<file path="src/rtl/acc_step_feeder.sv">
// acc_step_feeder
// Buffers (dt, steps) segment descriptors from a host and feeds them to the
// acceleration step generator over its load/done/abort protocol.
//
// Handshake: a host push happens on a rising edge where seg_valid && seg_ready
// and reset is low; seg_ready is high whenever the queue is not full and does
// not depend on seg_valid. The generator side has no back-pressure: load is a
// one-cycle pulse, and done/abort/step_stb are sampled every cycle.
//
// Ports
//   clk, reset                  clock, synchronous active-high reset
//   seg_dt, seg_steps           descriptor being pushed (dt==0 marks end of program)
//   seg_valid / seg_ready       host push handshake
//   start, stop                 begin execution / flush and halt
//   step_stb, done, abort       generator status inputs
//   load                        one-cycle pulse presenting a new descriptor
//   dt_val, steps_val           descriptor (held after load)
//   set_dt_limit, set_steps_limit, reset_dt, reset_steps   load qualifiers
//   busy, underrun, level       status: not idle, sticky abort flag, occupancy
//   seg_count, step_count       completed segments / steps since start
//   state_dbg                   current FSM state (IDLE=0 RUN=1 STARVE=2 HALT=3)
module acc_step_feeder #(
  parameter int DEPTH = 4
) (
  input  logic                       clk,
  input  logic                       reset,
  input  logic [31:0]                seg_dt,
  input  logic [31:0]                seg_steps,
  input  logic                       seg_valid,
  output logic                       seg_ready,
  input  logic                       start,
  input  logic                       stop,
  input  logic                       step_stb,
  input  logic                       done,
  input  logic                       abort,
  output logic                       load,
  output logic [31:0]                dt_val,
  output logic [31:0]                steps_val,
  output logic                       set_dt_limit,
  output logic                       set_steps_limit,
  output logic                       reset_dt,
  output logic                       reset_steps,
  output logic                       busy,
  output logic                       underrun,
  output logic [$clog2(DEPTH):0]     level,
  output logic [15:0]                seg_count,
  output logic [31:0]                step_count,
  output logic [1:0]                 state_dbg
);

  localparam int AW = $clog2(DEPTH);
  localparam int LW = AW + 1;
  localparam logic [LW-1:0] LVL_ONE  = 1;
  localparam logic [LW-1:0] LVL_FULL = LW'(DEPTH);

  typedef enum logic [1:0] {IDLE = 2'd0, RUN = 2'd1, STARVE = 2'd2, HALT = 2'd3} state_t;

  state_t state_q, state_d;

  // Queue storage and pointers
  logic [31:0]   mem_dt    [DEPTH];
  logic [31:0]   mem_steps [DEPTH];
  logic [AW-1:0] wr_ptr, rd_ptr;
  logic [31:0]   head_dt, head_steps;
  logic          have_seg;
  logic          push;

  // Set when stop/abort arrives in the same cycle as a load; the stop load is
  // then issued from HALT one cycle later so load never pulses back to back.
  logic stop_pend, stop_pend_d;

  // Decoded actions for this cycle
  logic pop, flush, issue_seg, first_seg, issue_stop, set_underrun, clear_run;
  logic seg_inc, step_inc;

  assign head_dt    = mem_dt[rd_ptr];
  assign head_steps = mem_steps[rd_ptr];
  assign have_seg   = (level != '0);
  assign seg_ready  = (level != LVL_FULL);
  assign push       = seg_valid && seg_ready && !flush;
  assign busy       = (state_q != IDLE);
  assign state_dbg  = state_q;

  assign seg_inc  = (state_q == RUN || state_q == STARVE) && done && !abort;
  assign step_inc = (state_q != IDLE) && step_stb && !abort;

  always_comb begin
    state_d      = state_q;
    stop_pend_d  = stop_pend;
    pop          = 1'b0;
    flush        = 1'b0;
    issue_seg    = 1'b0;
    first_seg    = 1'b0;
    issue_stop   = 1'b0;
    set_underrun = 1'b0;
    clear_run    = 1'b0;
    case (state_q)
      IDLE: begin
        if (start && have_seg) begin
          pop       = 1'b1;
          issue_seg = 1'b1;
          first_seg = 1'b1;
          clear_run = 1'b1;
          // An end marker as the first segment leaves the generator to
          // self-terminate, so there is nothing to supervise.
          state_d   = (head_dt == '0) ? IDLE : RUN;
        end
      end
      RUN, STARVE: begin
        if (abort) set_underrun = 1'b1;
        if (stop || abort) begin
          flush   = 1'b1;
          state_d = HALT;
          if (load) stop_pend_d = 1'b1;
          else      issue_stop  = 1'b1;
        end else if (!load && have_seg &&
                     ((state_q == RUN && done) || state_q == STARVE)) begin
          pop       = 1'b1;
          issue_seg = 1'b1;
          state_d   = (head_dt == '0) ? IDLE : RUN;
        end else if (state_q == RUN && done) begin
          state_d = STARVE;
        end
      end
      HALT: begin
        if (abort) set_underrun = 1'b1;
        if (stop_pend) begin
          issue_stop  = 1'b1;
          stop_pend_d = 1'b0;
        end else begin
          state_d = IDLE;
        end
      end
      default: state_d = IDLE;
    endcase
  end

  // Queue payload: no reset needed, occupancy tracks validity.
  always_ff @(posedge clk) begin
    if (push) begin
      mem_dt[wr_ptr]    <= seg_dt;
      mem_steps[wr_ptr] <= seg_steps;
    end
  end

  always_ff @(posedge clk) begin
    if (reset) begin
      state_q         <= IDLE;
      stop_pend       <= 1'b0;
      load            <= 1'b0;
      set_dt_limit    <= 1'b0;
      set_steps_limit <= 1'b0;
      reset_dt        <= 1'b0;
      reset_steps     <= 1'b0;
      dt_val          <= '0;
      steps_val       <= '0;
      underrun        <= 1'b0;
      seg_count       <= '0;
      step_count      <= '0;
      level           <= '0;
      wr_ptr          <= '0;
      rd_ptr          <= '0;
    end else begin
      state_q         <= state_d;
      stop_pend       <= stop_pend_d;
      load            <= issue_seg | issue_stop;
      set_dt_limit    <= issue_seg | issue_stop;
      set_steps_limit <= issue_seg | issue_stop;
      reset_steps     <= issue_seg | issue_stop;
      // Later segments keep the running step interval (reset_dt=0).
      reset_dt        <= first_seg | issue_stop;
      if (issue_seg) begin
        dt_val    <= head_dt;
        steps_val <= head_steps;
      end else if (issue_stop) begin
        dt_val    <= '0;
        steps_val <= '0;
      end

      if (clear_run) begin
        seg_count  <= '0;
        step_count <= '0;
        underrun   <= 1'b0;
      end else begin
        if (seg_inc)      seg_count  <= seg_count + 16'd1;
        if (step_inc)     step_count <= step_count + 32'd1;
        if (set_underrun) underrun   <= 1'b1;
      end

      if (flush) begin
        level  <= '0;
        wr_ptr <= '0;
        rd_ptr <= '0;
      end else begin
        if (push) wr_ptr <= wr_ptr + 1'b1;
        if (pop)  rd_ptr <= rd_ptr + 1'b1;
        case ({push, pop})
          2'b10:   level <= level + LVL_ONE;
          2'b01:   level <= level - LVL_ONE;
          default: level <= level;
        endcase
      end
    end
  end

endmodule

</file>
<file path="config.mk">
export PLATFORM = sky130hd
export DESIGN_NAME = acc_step_feeder
export DESIGN_NICKNAME = d
export VERILOG_FILES = /design/src/rtl/acc_step_feeder.sv
export SDC_FILE = /design/constraint.sdc
export NUM_CORES = 1
export LEC_CHECK = 0
export BUFFER_PORTS_ARGS = -buffer_cell sky130_fd_sc_hd__buf_2
export CAP_MARGIN = 20
export CORE_MARGIN = 5
export CORE_UTILIZATION = 50
export CTS_CLUSTER_DIAMETER = 40
export DETAILED_ROUTE_END_ITERATION = 6
export GPL_TIMING_DRIVEN = 0
export HOLD_SLACK_MARGIN = 0.02
export PLACE_DENSITY = 0.74
export SETUP_SLACK_MARGIN = 0.5
export SYNTH_ARGS = -nofsm -noshare
export SYNTH_HDL_FRONTEND = slang
export SYNTH_SLANG_ARGS = --single-unit
</file>
<file path="constraint.sdc">
create_clock -name clk -period 3.3 [get_ports clk]
set_clock_uncertainty 0.05 [all_clocks]
set_input_delay 0.165 -clock clk [delete_from_list [all_inputs] [get_ports clk]]
set_output_delay 0.165 -clock clk [all_outputs]
set_load 0.05 [all_outputs]
</file>
==> impl_metrics.ini <==
[clock_tree]
cts_made_buffers = 48
clock-root-buffer = clkbuf_16
htree_levels = 2
cts_tree = done
cts_buffer_depth = 3
clk_latency_ns = 0.54
clock_sinks = 383
clkSlewWorstSetupHoldPaths_ns = 0.06

[worst_setup_path]
critPathSlowestCell = or3b_4
crit_required_ns = 3.72
crit_buf_inv = 4
path_max_fanout = 4
critPathTopFamily = simple AND/OR/NAND/NOR gates
crit_type = reg -> reg
timing.rr.end = level[2]
worstPathArrival_ns = 3.28
worstSetupEndpointType = flip-flop
r2r_cells = 13
path_cells = inv_4, ha_4, or3b_4, o41ai_4, nand2b_1, inv_2, buf_8, ha_4, inv_2, fa_2, xor2_1, or3_1, a21oi_1
slowest_delay_ns = 0.39
r2r_start = state_dbg[0]
critPathLaunchType = flip-flop
r2r_slack_ns = 0.43

[detailed_routing]
antenna_left = 0
routed_wl_um = 34610
drc = 0
drtIter0Drc = 717
routed_via_density = 5.444
drt_first_pass_iters = 5
wl_per_cell_um = 20.06
vias = 9391

[grt]
track_usage = 0.2072
antenna_found_initial = 2
grt-ovfl-total = 0
grt_first_pass_wirelength_um = 53630
grt_max_degree = 65
grt_pass1_vias = 9662

[place]
dp_slack_ns = 0.1884
globalplace.congestion = 0.8229
port_buffers = 195
hpwl_um = 21740

[finish]
multi_input_comb_area_um2 = 4065
drive_gt1_frac = 0.2935
final_common_cell = edfxtp_1
seq_area_um2 = 10240
num-nets-final = 1385
fill_cells = 2075
syn2layout_area_growth_pct = 26.83
mostFrequentLayoutCells = edfxtp_1, buf_2, dfxtp_1

[sta]
fin_crit_ns = 2.867
hold_viol = 0
drv_slew = 0
setup_violations = 0
fin_ws_ns = 0.4333
tightestPinTransition_ns = 1.048
fmax_mhz = 348.8
fin_crit_sh = 0.8687
setup_tns_ns = 0
relSlewSlack = 0.3011
rsz0062_at_grt = yes

[pwr]
ir_worst_vdd_v = 0.0004787
p_per_area_nw_per_um2 = 799.6
p_leak_nw = 6.642

[run_status]
status = completed

[synthesis]
synth_seq_area_share = 0.7020
postSynthAreaPerCell_um2 = 14.87
synth.distinct_cells = 43
syn_area_um2 = 14570
ys.flop_type = edfxtp_1
ys.warnings.count = 0
synth_nets = 1065
ys_async_sr_fraction = 0
syn_inst = 980
synth_seq_cells = 383
synth_edf_count = 256

[worst_hold_path]
hold_start = stop
hold_class = in -> reg
hold_end = state_dbg[1]
whs_path_depth = 5

[die]
die_h_um = 180.7
core-area_um2 = 28780
ios = 197
die_area_um2 = 32660
row_count = 62
fp.dieW_um = 180.7
start_util = 0.5063

[run]
maxCapViolations = 0
==> power breakdown <==
| group | switching [W] | internal [W] | total (W) |
|---|---|---|---|
| clock network | 0.00205 | 0.00313 | 0.00518 |
| logic | 0.00239 | 0.00118 | 0.00357 |
| registers | 0.000241 | 0.00579 | 0.00603 |
| total | 0.00468 | 0.0101 | 0.0148 |
==> Yosys cell counts (2+ instances only) <==
cell type | count | area share
a2111oi_0 | 2 | 0.0012
a21o_1 | 2 | 0.0010
a21oi_1 | 80 | 0.027
and2_1 | 6 | 0.0026
and3_1 | 6 | 0.0026
and4_1 | 6 | 0.0036
buf_1 | 8 | 0.0021
buf_2 | 15 | 0.0052
buf_4 | 5 | 0.0026
clkbuf_1 | 33 | 0.0085
dfxtp_1 | 127 | 0.17
edfxtp_1 | 256 | 0.53
ha_1 | 12 | 0.010
inv_1 | 19 | 0.0049
mux2i_1 | 4 | 0.0027
mux4_2 | 64 | 0.099
nand2_1 | 83 | 0.021
nand2b_1 | 3 | 0.0013
nand3_1 | 76 | 0.026
nand4_1 | 14 | 0.0060
nor2_1 | 53 | 0.014
nor3_1 | 10 | 0.0034
nor3b_1 | 2 | 0.0010
nor4_1 | 18 | 0.0077
o21ai_0 | 10 | 0.0034
or3_1 | 7 | 0.0030
or4_1 | 2 | 0.0010
xnor2_1 | 22 | 0.013
xor2_1 | 21 | 0.013
==> routing by layer <==
layer | vias up | share of wire | track usage | routed length (um)
met1 | 4678 | 0.42 | 0.2742 | 14510
met3 | 66 | 0.057 | 0.03861 | 1987
li1 | 4344 | - | - | -
met4 | 0 | 0.029 | 0.07078 | 988
met5 | - | 0 | 0 | 0
met2 | 303 | 0.49 | 0.3482 | 17120
==> layout make-up <==
type,instances,share of cell area
Buffer,62,0.01631
Clock buffer,57,0.06905
Clock inverter,32,0.01807
Antenna cell,2,0.0002708
Sequential cell,383,0.5539
Multi-Input combinational cell,516,0.2199
Tap cell,384,0.02600
Inverter,19,0.004129
Timing Repair Buffer,270,0.09234
==> worst register-to-register path: stages, from the launching register on <==
cell and delay [ns]:
dfxtp_4 0.37, inv_4 0.05, ha_4 0.27, or3b_4 0.39
o41ai_4 0.25, nand2b_1 0.16, inv_2 0.10, buf_8 0.10
ha_4 0.12, inv_2 0.03, fa_2 0.33, xor2_1 0.15
or3_1 0.30, a21oi_1 0.12
==> per-stage QoR <==
step	hold slack (ns)	instance area (um2)	total power (W)	util	std cells
floorplan	0.2139	14650	0.008542	-	980
global placement	0.3283	16100	0.009472	0.5596	1559
detailed placement	0.3306	16100	0.009543	0.5596	1559
CTS	0.03847	18420	0.01482	0.6399	1718
global route	0.09961	18480	0.01539	0.6422	1725
finish	0.06843	18480	0.01478	0.6422	1725
==> registers in the layout (all words and copies together) (netlist names), named ones only <==
signal and cells:
underrun 1, stop_pend 1, seg_count 16, mem_dt 128
reset_dt 1, step_count 32, steps_val 32, mem_steps 128
dt_val 32, rd_ptr 2, state_dbg 2, wr_ptr 2
reset_steps 1, level 3
==> cell families after synthesis <==
logic type / share of synthesized area
xor gates and xnor gates: 0.02584
and+or+nand+nor: 0.09942
adders and majority gates: 0.01168
AOI/OAI and AO/OA: 0.03546
buffers and inverters: 0.02396
DFF: 0.7020
muxes: 0.1017
==> worst max path at each step <==
| stage | start | end | slack (ns) | depth (start not counted) |
|---|---|---|---|---|
| after detailed placement | state_dbg[1] | level[2] | 0.19 | 13 |
| after global placement | state_dbg[1] | level[2] | 0.23 | 13 |
| after global routing | state_dbg[0] | level[2] | 0.34 | 13 |
| after CTS | state_dbg[0] | level[2] | 0.39 | 13 |
| after floorplan | state_dbg[0] | level[2] | 0.33 | 13 |
| final | state_dbg[0] | level[2] | 0.43 | 13 |
==> timing repair <==
item                       4_1_cts  5_1_grt
hold buffers                    66        1
pin swaps                        1        5
gates resized for setup          3       13
setup endpoints to repair        2      308
setup buffers                    4        4
hold endpoints to repair       258        1
Note: power is estimated with default switching activity, not from simulation.
